--- src/rtl/draw_cmd_pkg.sv ---
// Shared constants for the draw-command FIFO producer: field widths, opcodes and bit offsets.
package draw_cmd_pkg;

  localparam int unsigned CMD_WIDTH      = 32;
  localparam int unsigned H_LOGIC_WIDTH  = 5;
  localparam int unsigned V_LOGIC_WIDTH  = 5;
  localparam int unsigned H_PHY_WIDTH    = 10;
  localparam int unsigned V_PHY_WIDTH    = 9;
  localparam int unsigned COLOR_ID_WIDTH = 8;
  localparam int unsigned CNT_WIDTH      = 16;

  localparam logic [H_LOGIC_WIDTH-1:0] H_LOGIC_MAX = 5'd31;
  localparam logic [V_LOGIC_WIDTH-1:0] V_LOGIC_MAX = 5'd23;
  localparam logic [H_PHY_WIDTH-1:0]   H_PHY_MAX   = 10'd639;
  localparam logic [V_PHY_WIDTH-1:0]   V_PHY_MAX   = 9'd479;

  localparam logic [3:0] OP_PIXEL_SP = 4'h0;
  localparam logic [3:0] OP_RECT_SP  = 4'h1;
  localparam logic [3:0] OP_RECT_PX  = 4'h9;
  localparam logic [3:0] OP_CHAR     = 4'hA;

  localparam int unsigned OPC_LSB       = 28;
  localparam int unsigned SP_X0_LSB     = 23;
  localparam int unsigned SP_Y0_LSB     = 18;
  localparam int unsigned SP_X1_LSB     = 13;
  localparam int unsigned SP_Y1_LSB     = 8;
  localparam int unsigned PIX_COLOR_LSB = 10;
  localparam int unsigned PX_X_LSB      = 18;
  localparam int unsigned PX_Y_LSB      = 9;
  localparam int unsigned PX_DATA_LSB   = 1;
  localparam int unsigned CH_COLOR_LSB  = 20;
  localparam int unsigned CH_SIZE_LSB   = 16;

  typedef enum logic [1:0] {
    ReqPixelSp = 2'd0,
    ReqRectSp  = 2'd1,
    ReqRectPx  = 2'd2,
    ReqChar    = 2'd3
  } req_op_e;

  typedef enum logic [1:0] {
    StIdle  = 2'd0,
    StEmit0 = 2'd1,
    StEmit1 = 2'd2
  } enc_state_e;

  // Place a field value at its bit offset inside a command word.
  function automatic logic [CMD_WIDTH-1:0] fld(input logic [CMD_WIDTH-1:0] val,
                                               input int unsigned lsb);
    return val << lsb;
  endfunction

endpackage

--- src/rtl/draw_cmd_pack.sv ---
// Combinational packing of one draw request into word0/word1.
// DRAW_CMD_ENCODER_CLIP_EN clamps coordinates instead of truncating them.
module draw_cmd_pack
  import draw_cmd_pkg::*;
(
  input  logic [1:0]                op,
  input  logic [H_PHY_WIDTH-1:0]    x0,
  input  logic [V_PHY_WIDTH-1:0]    y0,
  input  logic [H_PHY_WIDTH-1:0]    x1,
  input  logic [V_PHY_WIDTH-1:0]    y1,
  input  logic [COLOR_ID_WIDTH-1:0] color,
  input  logic [7:0]                code,
  input  logic [3:0]                size,
  output logic [CMD_WIDTH-1:0]      word0,
  output logic [CMD_WIDTH-1:0]      word1,
  output logic                      two_words
);

  logic [H_LOGIC_WIDTH-1:0] lx0, lx1;
  logic [V_LOGIC_WIDTH-1:0] ly0, ly1;
  logic [H_PHY_WIDTH-1:0]   px0, px1;
  logic [V_PHY_WIDTH-1:0]   py0, py1;

`ifdef DRAW_CMD_ENCODER_CLIP_EN
  // Logic-grid compares use the full input width so large values saturate, not wrap.
  assign lx0 = (x0 > H_PHY_WIDTH'(H_LOGIC_MAX)) ? H_LOGIC_MAX : x0[H_LOGIC_WIDTH-1:0];
  assign lx1 = (x1 > H_PHY_WIDTH'(H_LOGIC_MAX)) ? H_LOGIC_MAX : x1[H_LOGIC_WIDTH-1:0];
  assign ly0 = (y0 > V_PHY_WIDTH'(V_LOGIC_MAX)) ? V_LOGIC_MAX : y0[V_LOGIC_WIDTH-1:0];
  assign ly1 = (y1 > V_PHY_WIDTH'(V_LOGIC_MAX)) ? V_LOGIC_MAX : y1[V_LOGIC_WIDTH-1:0];
  assign px0 = (x0 > H_PHY_MAX) ? H_PHY_MAX : x0;
  assign px1 = (x1 > H_PHY_MAX) ? H_PHY_MAX : x1;
  assign py0 = (y0 > V_PHY_MAX) ? V_PHY_MAX : y0;
  assign py1 = (y1 > V_PHY_MAX) ? V_PHY_MAX : y1;
`else
  assign lx0 = x0[H_LOGIC_WIDTH-1:0];
  assign lx1 = x1[H_LOGIC_WIDTH-1:0];
  assign ly0 = y0[V_LOGIC_WIDTH-1:0];
  assign ly1 = y1[V_LOGIC_WIDTH-1:0];
  assign px0 = x0;
  assign px1 = x1;
  assign py0 = y0;
  assign py1 = y1;
`endif

  always_comb begin
    word0     = '0;
    word1     = '0;
    two_words = 1'b0;
    unique case (req_op_e'(op))
      ReqPixelSp: begin
        word0 = fld(CMD_WIDTH'(OP_PIXEL_SP), OPC_LSB) | fld(CMD_WIDTH'(lx0), SP_X0_LSB) |
                fld(CMD_WIDTH'(ly0), SP_Y0_LSB) | fld(CMD_WIDTH'(color), PIX_COLOR_LSB);
      end
      ReqRectSp: begin
        word0 = fld(CMD_WIDTH'(OP_RECT_SP), OPC_LSB) | fld(CMD_WIDTH'(lx0), SP_X0_LSB) |
                fld(CMD_WIDTH'(ly0), SP_Y0_LSB) | fld(CMD_WIDTH'(lx1), SP_X1_LSB) |
                fld(CMD_WIDTH'(ly1), SP_Y1_LSB) | CMD_WIDTH'(color);
      end
      ReqRectPx: begin
        two_words = 1'b1;
        word0 = fld(CMD_WIDTH'(OP_RECT_PX), OPC_LSB) | fld(CMD_WIDTH'(px0), PX_X_LSB) |
                fld(CMD_WIDTH'(py0), PX_Y_LSB) | fld(CMD_WIDTH'(color), PX_DATA_LSB);
        word1 = fld(CMD_WIDTH'(OP_RECT_PX), OPC_LSB) | fld(CMD_WIDTH'(px1), PX_X_LSB) |
                fld(CMD_WIDTH'(py1), PX_Y_LSB) | fld(CMD_WIDTH'(color), PX_DATA_LSB) |
                CMD_WIDTH'(1);
      end
      ReqChar: begin
        two_words = 1'b1;
        word0 = fld(CMD_WIDTH'(OP_CHAR), OPC_LSB) | fld(CMD_WIDTH'(color), CH_COLOR_LSB) |
                fld(CMD_WIDTH'(size), CH_SIZE_LSB);
        word1 = fld(CMD_WIDTH'(OP_CHAR), OPC_LSB) | fld(CMD_WIDTH'(px0), PX_X_LSB) |
                fld(CMD_WIDTH'(py0), PX_Y_LSB) | fld(CMD_WIDTH'(code), PX_DATA_LSB) |
                CMD_WIDTH'(1);
      end
      default: ;
    endcase
  end

endmodule

--- src/rtl/draw_cmd_encoder.sv ---
// Draw-command FIFO producer: accepts a request, emits one or two packed words under ff_full.
// Coordinate clamping is enabled with DRAW_CMD_ENCODER_CLIP_EN (see draw_cmd_pack).
module draw_cmd_encoder
  import draw_cmd_pkg::*;
(
  input  logic                      clk,
  input  logic                      rst,
  input  logic                      req_vld,
  output logic                      req_rdy,
  input  logic [1:0]                req_op,
  input  logic [H_PHY_WIDTH-1:0]    req_x0,
  input  logic [V_PHY_WIDTH-1:0]    req_y0,
  input  logic [H_PHY_WIDTH-1:0]    req_x1,
  input  logic [V_PHY_WIDTH-1:0]    req_y1,
  input  logic [COLOR_ID_WIDTH-1:0] req_color,
  input  logic [7:0]                req_code,
  input  logic [3:0]                req_size,
  input  logic                      ff_full,
  output logic                      ff_wren,
  output logic [CMD_WIDTH-1:0]      ff_wdat,
  output logic                      busy,
  output logic [CNT_WIDTH-1:0]      wr_cnt
);

  enc_state_e           state_q;
  logic [CMD_WIDTH-1:0] word0_q, word1_q;
  logic                 two_q;
  logic [CNT_WIDTH-1:0] wr_cnt_q;

  logic [CMD_WIDTH-1:0] word0_d, word1_d;
  logic                 two_d;

  draw_cmd_pack u_pack (
    .op        (req_op),
    .x0        (req_x0),
    .y0        (req_y0),
    .x1        (req_x1),
    .y1        (req_y1),
    .color     (req_color),
    .code      (req_code),
    .size      (req_size),
    .word0     (word0_d),
    .word1     (word1_d),
    .two_words (two_d)
  );

  always_ff @(posedge clk or posedge rst) begin
    if (rst) begin
      state_q  <= StIdle;
      word0_q  <= '0;
      word1_q  <= '0;
      two_q    <= 1'b0;
      wr_cnt_q <= '0;
    end else begin
      if (ff_wren) wr_cnt_q <= wr_cnt_q + CNT_WIDTH'(1);
      unique case (state_q)
        StIdle: begin
          if (req_vld) begin
            word0_q <= word0_d;
            word1_q <= word1_d;
            two_q   <= two_d;
            state_q <= StEmit0;
          end
        end
        StEmit0: if (!ff_full) state_q <= two_q ? StEmit1 : StIdle;
        StEmit1: if (!ff_full) state_q <= StIdle;
        default: state_q <= StIdle;
      endcase
    end
  end

  // Write data is zero when idle so several producers can OR-merge onto the FIFO.
  always_comb begin
    ff_wren = 1'b0;
    ff_wdat = '0;
    if (state_q == StEmit0 && !ff_full) begin
      ff_wren = 1'b1;
      ff_wdat = word0_q;
    end else if (state_q == StEmit1 && !ff_full) begin
      ff_wren = 1'b1;
      ff_wdat = word1_q;
    end
  end

  assign req_rdy = (state_q == StIdle);
  assign busy    = (state_q != StIdle);
  assign wr_cnt  = wr_cnt_q;

endmodule
--- config.mk ---
export PLATFORM = sky130hd
export DESIGN_NAME = draw_cmd_encoder
export DESIGN_NICKNAME = d
export VERILOG_FILES = /design/src/rtl/draw_cmd_pkg.sv /design/src/rtl/draw_cmd_pack.sv /design/src/rtl/draw_cmd_encoder.sv
export SDC_FILE = /design/constraint.sdc
export NUM_CORES = 1
export LEC_CHECK = 0
export BUFFER_PORTS_ARGS = -buffer_cell sky130_fd_sc_hd__buf_2
export CAP_MARGIN = 20
export CELL_PAD_IN_SITES_DETAIL_PLACEMENT = 0
export CELL_PAD_IN_SITES_GLOBAL_PLACEMENT = 1
export CORE_MARGIN = 2
export CORE_UTILIZATION = 40
export CTS_BUF_LIST = sky130_fd_sc_hd__clkbuf_4
export CTS_CLUSTER_SIZE = 24
export DETAILED_ROUTE_END_ITERATION = 10
export PLACE_DENSITY_LB_ADDON = 0.1
export SETUP_SLACK_MARGIN = 0.4
export SYNTH_ARGS = -nofsm -noshare
export SYNTH_HDL_FRONTEND = slang
export SYNTH_SLANG_ARGS = --single-unit
--- constraint.sdc ---
create_clock -name clk -period 3.2 [get_ports clk]
set_clock_uncertainty 0.1 [all_clocks]
set_input_delay 0.32 -clock clk [delete_from_list [all_inputs] [get_ports clk]]
set_output_delay 0.32 -clock clk [all_outputs]
set_load 0.03 [all_outputs]
* After elaboration in Yosys (flattened, before gate mapping)
Cells that the tools add are included.
W data, S select, Z words.
** Operators by class
- $add $sub $neg :: 1
- $mul :: 0
- Div/mod/pow operators :: 0
- Magnitude comparators :: 0
- Eq/ne operators :: 8
- Shift-type cells :: 0
- Mux-type cells :: 12
- Bitwise gates (word level) :: 13
- Reductions and logical operators :: 9
** Operators with widths (number)
- $or A32 B18 Y32 :: 5
- $pmux W32 S4 :: 1
- $or A32 B9 Y32 :: 3
- $mux W32 :: 2
- $pmux W32 S2 :: 1
- $or A32 B13 Y32 :: 1
- $or A32 B20 Y32 :: 1
- $or A32 B8 Y32 :: 1
- $or A29 B23 Y29 :: 1
- $or A28 B23 Y28 :: 1
- $add A16 B1 Y16 const B :: 1
- $mux W2 :: 4
- $eq A2 B2 Y1 const B :: 3
- $ne A2 B2 Y1 const B :: 3
- $pmux W2 S3 :: 1
- $eq A2 B1 Y1 const B :: 2
- $logic_not A2 Y1 :: 2
- $mux W1 :: 3
- $reduce_and A3 Y1 :: 1
- $logic_and A1 B1 Y1 :: 2
- $reduce_and A2 Y1 :: 1
- $reduce_bool A2 Y1 :: 1
- $reduce_or A2 Y1 :: 1
- $logic_not A1 Y1 :: 1
** Word-level totals
- Register bits :: 83
- Latch bits :: 0
- Bits in writable memories :: 0
- Bits in read-only memories :: 0
- Input port bits :: 64
- Logic and storage cells :: 48
- Memories :: 0

* Longest topological paths before layout
- Depth in word-level cells :: 5
- Depth in mapped cells :: 8

* By module
Synthesis repeated with hierarchy kept, for this count alone.
** Unflattened totals
- Cell total of the unflattened synthesis :: 374
- Area total of the unflattened synthesis :: 4479.3 um2
** By module, submodules not included
- draw_cmd_encoder :: times used 1, cells each 249, area an instance 3578.4 um2, sequential area each 2077.0 um2
- draw_cmd_pack :: times used 1, cells each 125, area an instance 900.9 um2, sequential area each 0.0 um2

* Least setup slack after synthesis
No wires, ideal clock.
- Path kind :: register -> register
- Start :: register state_q[1]
- End :: register word0_q[13]
- Setup time :: 0.135 ns
- Arrival time :: 1.689 ns
- Data required time :: 2.965 ns
- Setup slack :: 1.275 ns
- Stages on the path, launching flop included :: 7
- Path buffers :: 2
- Path through :: dfrtp_1 nor2_1 nand2_1 buf_2 buf_2 nand2_1 o21ai_0
** Between the ends
- Cells in the longest elaborated chain, start to end :: 2
** RTL lines
- from (decl) :: RTL line draw_cmd_encoder.sv:25 : enc_state_e state_q;
- from (signal assigned) :: RTL line draw_cmd_encoder.sv:49 : state_q <= StIdle;
- from (signal assigned) :: RTL line draw_cmd_encoder.sv:62 : state_q <= StEmit0;
- from (signal assigned) :: RTL line draw_cmd_encoder.sv:65 : StEmit0: if (!ff_full) state_q <= two_q ? StEmit1 : StIdle;
- $logic_not A2 Y1
- named net req_rdy :: RTL line draw_cmd_encoder.sv:9 : output logic req_rdy,
- $reduce_and A2 Y1 (no line)
- to (signal assigned) :: RTL line draw_cmd_encoder.sv:59 : word0_q <= word0_d;
- to (decl) :: RTL line draw_cmd_encoder.sv:26 : logic [CMD_WIDTH-1:0] word0_q, word1_q;
The timed path passes the listed nets, and every way through them passes these cells.
A chain may end at the register's enable or synchronous reset.

* Final worst setup path
- Start :: register state_q[0]
- End :: output ff_wdat[26]
** Between the ends
- Cells in the longest elaborated chain, start to end :: 4
- Elaborated cells on any way between the ends :: 6
- Those cells by class :: 2 x eq/ne; 2 x mux; 2 x reduce/logical
** RTL lines
- $eq A2 B2 Y1 :: RTL line draw_cmd_encoder.sv:79 : end else if (state_q == StEmit1 && !ff_full) begin
- $logic_and A1 B1 Y1 :: RTL line draw_cmd_encoder.sv:79
- $mux W32 :: RTL line draw_cmd_encoder.sv:79
- $mux W32 * :: RTL line draw_cmd_encoder.sv:76 : if (state_q == StEmit0 && !ff_full) begin
- to (decl) :: RTL line draw_cmd_encoder.sv:20 : output logic [CMD_WIDTH-1:0] ff_wdat,
Every way passes the cells marked *; elsewhere a longest branch is shown, timed or not.

==> metrics.md <==
| Metric | Value |
|---|---|
| Most used DFF post-synth | dfrtp_1 |
| Maxcap violations | 0 |
| Routed Antenna Nets | 0 |
| Worst-Margin Slew | 886 ps |
| Vias per Instance | 5.39 |
| Yosys warning total | 0 |
| Share of layout cells above drive strength 1 | 0.294 |
| CTS root buf | clkbuf_4 |
| I/O Buffers | 113 |
| Initial antenna violation count | 0 |
| Initial DRC Count | 203 |
| Reg2reg path depth | 5 |
| Synth cell types | 36 |
| Async SR Flop Fraction | 1.00 |
| Power per cell area | 640 nW/µm² |
| Vias in the first global route | 3444 |
| Gr ovfl total | 0 |
| Worst Hold Depth | 3 |
| Sequential share of the synthesized area | 0.487 |
| DIE AREA | 10800 µm² |
| Setup Total Neg Slack | 0 ps |
| Routed length per placed instance | 17.4 µm |
| Setup repair bufs after CTS | 0 |
| Final cell count without fillers | 654 |
| DIE HEIGHT | 104 µm |
| Sink Count | 78 |
| Fin crit share | 0.780 |
| Leakage | 2.33 nW |
| Relative slew margins | 0.409 |
| Fin crit period | 2500 ps |
| First-pass GRT wire length | 18400 µm |
| Final hold viol count | 0 |
| CP Class | reg2out |
| Mapped Cells | 418 |
| Arrival @ worst endpoint | 2080 ps |
| Placed Instance Area | 4680 µm² |
| Average cell area after synthesis | 9.58 µm² |
| Max-slew violations | 0 |
| Worst VDD drop | 267 µV |
| Total CTS buffers | 9 |
| Syn Nets | 489 |
| Post-synth EDFFs | 0 |
| CP Data Required Time | 2780 ps |
| Setup crit start kind | flip-flop |
| RSZ-0062 raised after global routing | no |
| Row count | 36 |
| Max clock buf depth | 2 |
| Fin area | 4860 µm² |
| HP Class | in2reg |
| Final nets | 587 |
| Fmax | 400 MHz |
| Remaining DRCs | 0 |
| Count of final setup violators | 0 |
| Syn-to-layout area delta | 21.3% |
| Placed Cells incl. Taps | 636 |
| Routed WL | 11400 µm |
| Total global routing track utilization | 0.213 |
| Clk Latency, worst-skew pair | 420 ps |
| Die Width | 104 µm |
| Core area | 9730 µm² |
| Worst setup EP type | primary output |
| Largest net degree at the start of global routing | 118 |
| Synthesized flop and latch total | 78 |
| I/O pin cnt | 115 |
| CTS clock-pin slew for the worst setup and hold paths | 140 ps |
| CTS tree | built |
| # diodes | 0 |
| DR vias | 3528 |
| CP Max Fanout | 30 |
| GP Congestion | 0.752 |
| # fillers | 1009 |
| Post-DP HPWL | 7730 µm |
| TritonRoute pass-1 iters | 4 |
| CTS H-Tree Depth | 3 |
| Initial Util | 0.412 |
| Mapped cell area | 4010 µm² |
| Outcome | finished clean |
-- power breakdown --
| group | internal [mW] | total (mW) | leakage [nW] | switching, mW |
|---|---|---|---|---|
| Clock | 0.239 | 0.605 | 0.0698 | 0.366 |
| Sequential | 1.28 | 1.49 | 1.02 | 0.216 |
| Combinational | 0.362 | 1.01 | 1.25 | 0.649 |
| Total | 1.88 | 3.11 | 2.33 | 1.23 |
-- synth_stat cells, types with 5 or more instances --
cell | number | area share
o31ai_1 | 10 | 0.019
o21ai_0 | 45 | 0.056
xnor2_1 | 13 | 0.028
ha_1 | 7 | 0.022
nand4_1 | 5 | 0.0078
nor2_1 | 20 | 0.019
nand2_1 | 62 | 0.058
a22o_1 | 31 | 0.068
buf_2 | 7 | 0.0087
a21oi_1 | 18 | 0.022
a22oi_1 | 54 | 0.10
nand3_1 | 6 | 0.0075
clkbuf_1 | 28 | 0.026
dfrtp_1 | 78 | 0.49
inv_1 | 7 | 0.0066
-- path summary, 6_finish.rpt --
check,startpoint,to,slack [ps]
max,state_q[0],ff_wdat[26],700
max reg2reg,state_q[1],word0_q[17],1230
min in group asynchronous,rst,word1_q[15],470
max in group asynchronous,rst,word1_q[1],1840
min,req_x1[6],word1_q[24],70
min reg2reg,wr_cnt[15],wr_cnt[15],380
-- per-layer routing --
layer | vias up | GRT usage | wire length (µm)
met5 | - | 0 | 0
met4 | 0 | 0.0550 | 133
met3 | 11 | 0.0445 | 570
met2 | 99 | 0.338 | 5410
met1 | 1697 | 0.299 | 5270
li1 | 1721 | - | -
-- worst max-delay path, cell delays in order, from the launching register on --
cell,delay (ps)
dfrtp_1,470
and2b_2,250
nor2b_2,140
buf_4,360
a22o_1,220
buf_2,200
-- cell usage in the layout (no fill, tap or decap), types with 2 or more instances in the layout --
| cell type | instances |
|---|---|
| nand4_1 | 5 |
| a21o_1 | 2 |
| inv_1 | 6 |
| nor2_1 | 20 |
| buf_4 | 8 |
| dfrtp_1 | 78 |
| o21ai_0 | 45 |
| a21oi_1 | 18 |
| xnor2_1 | 13 |
| o31ai_1 | 10 |
| nand2_1 | 61 |
| clkinvlp_4 | 2 |
| a221oi_1 | 2 |
| a22oi_1 | 54 |
| buf_2 | 113 |
| nand3_1 | 6 |
| clkbuf_4 | 9 |
| ha_1 | 6 |
| xor2_1 | 2 |
| buf_12 | 2 |
| mux2_2 | 4 |
| clkinv_4 | 3 |
| a22o_1 | 31 |
-- kinds of logic (layout without fill, tap and decap cells) --
kind of cell,after synthesis,in the layout,share of synthesized area
compound gates,162,162,0.275
xor+xnor,16,16,0.0369
fa+ha+maj,7,7,0.0219
buf+inv,44,147,0.0444
flops,78,78,0.487
mux,5,5,0.0137
other cells,1,1,0.000936
simple gates,105,105,0.120
-- what timing repair did --
item,CTS,global route
resized for setup,0,0
setup endpoints to repair,0,0
hold buffers,1,0
hold endpoints to repair,49,0
-- cell type report --
class	instances	area, µm²	area share
flip-flops and latches	78	1950	0.402
multi-input cells	296	1890	0.390
repair buffers	124	676	0.139
well taps	133	166	0.0343
clock inverters	7	75.1	0.0155
clock buffers	9	67.6	0.0139
inverters	7	27.5	0.00567
-- sequential cells by signal, summed over array words and instances (netlist names) --
register / flops
word1_q: 29
state_q: 2
wr_cnt: 16
word0_q: 31
-- metrics by stage --
step / hold slack [ps] / util / worst slack (ps) / power [mW]
after floorplan: 349 / - / 785 / 2.19
after global placement: 359 / 0.481 / 1170 / 2.50
after detailed placement: 358 / 0.481 / 1080 / 2.53
after CTS: 54.8 / 0.497 / 659 / 3.14
after global routing: 65.0 / 0.499 / 572 / 3.33
final: 74.3 / 0.499 / 703 / 3.11
Note: power is estimated with default switching activity, not from simulation.
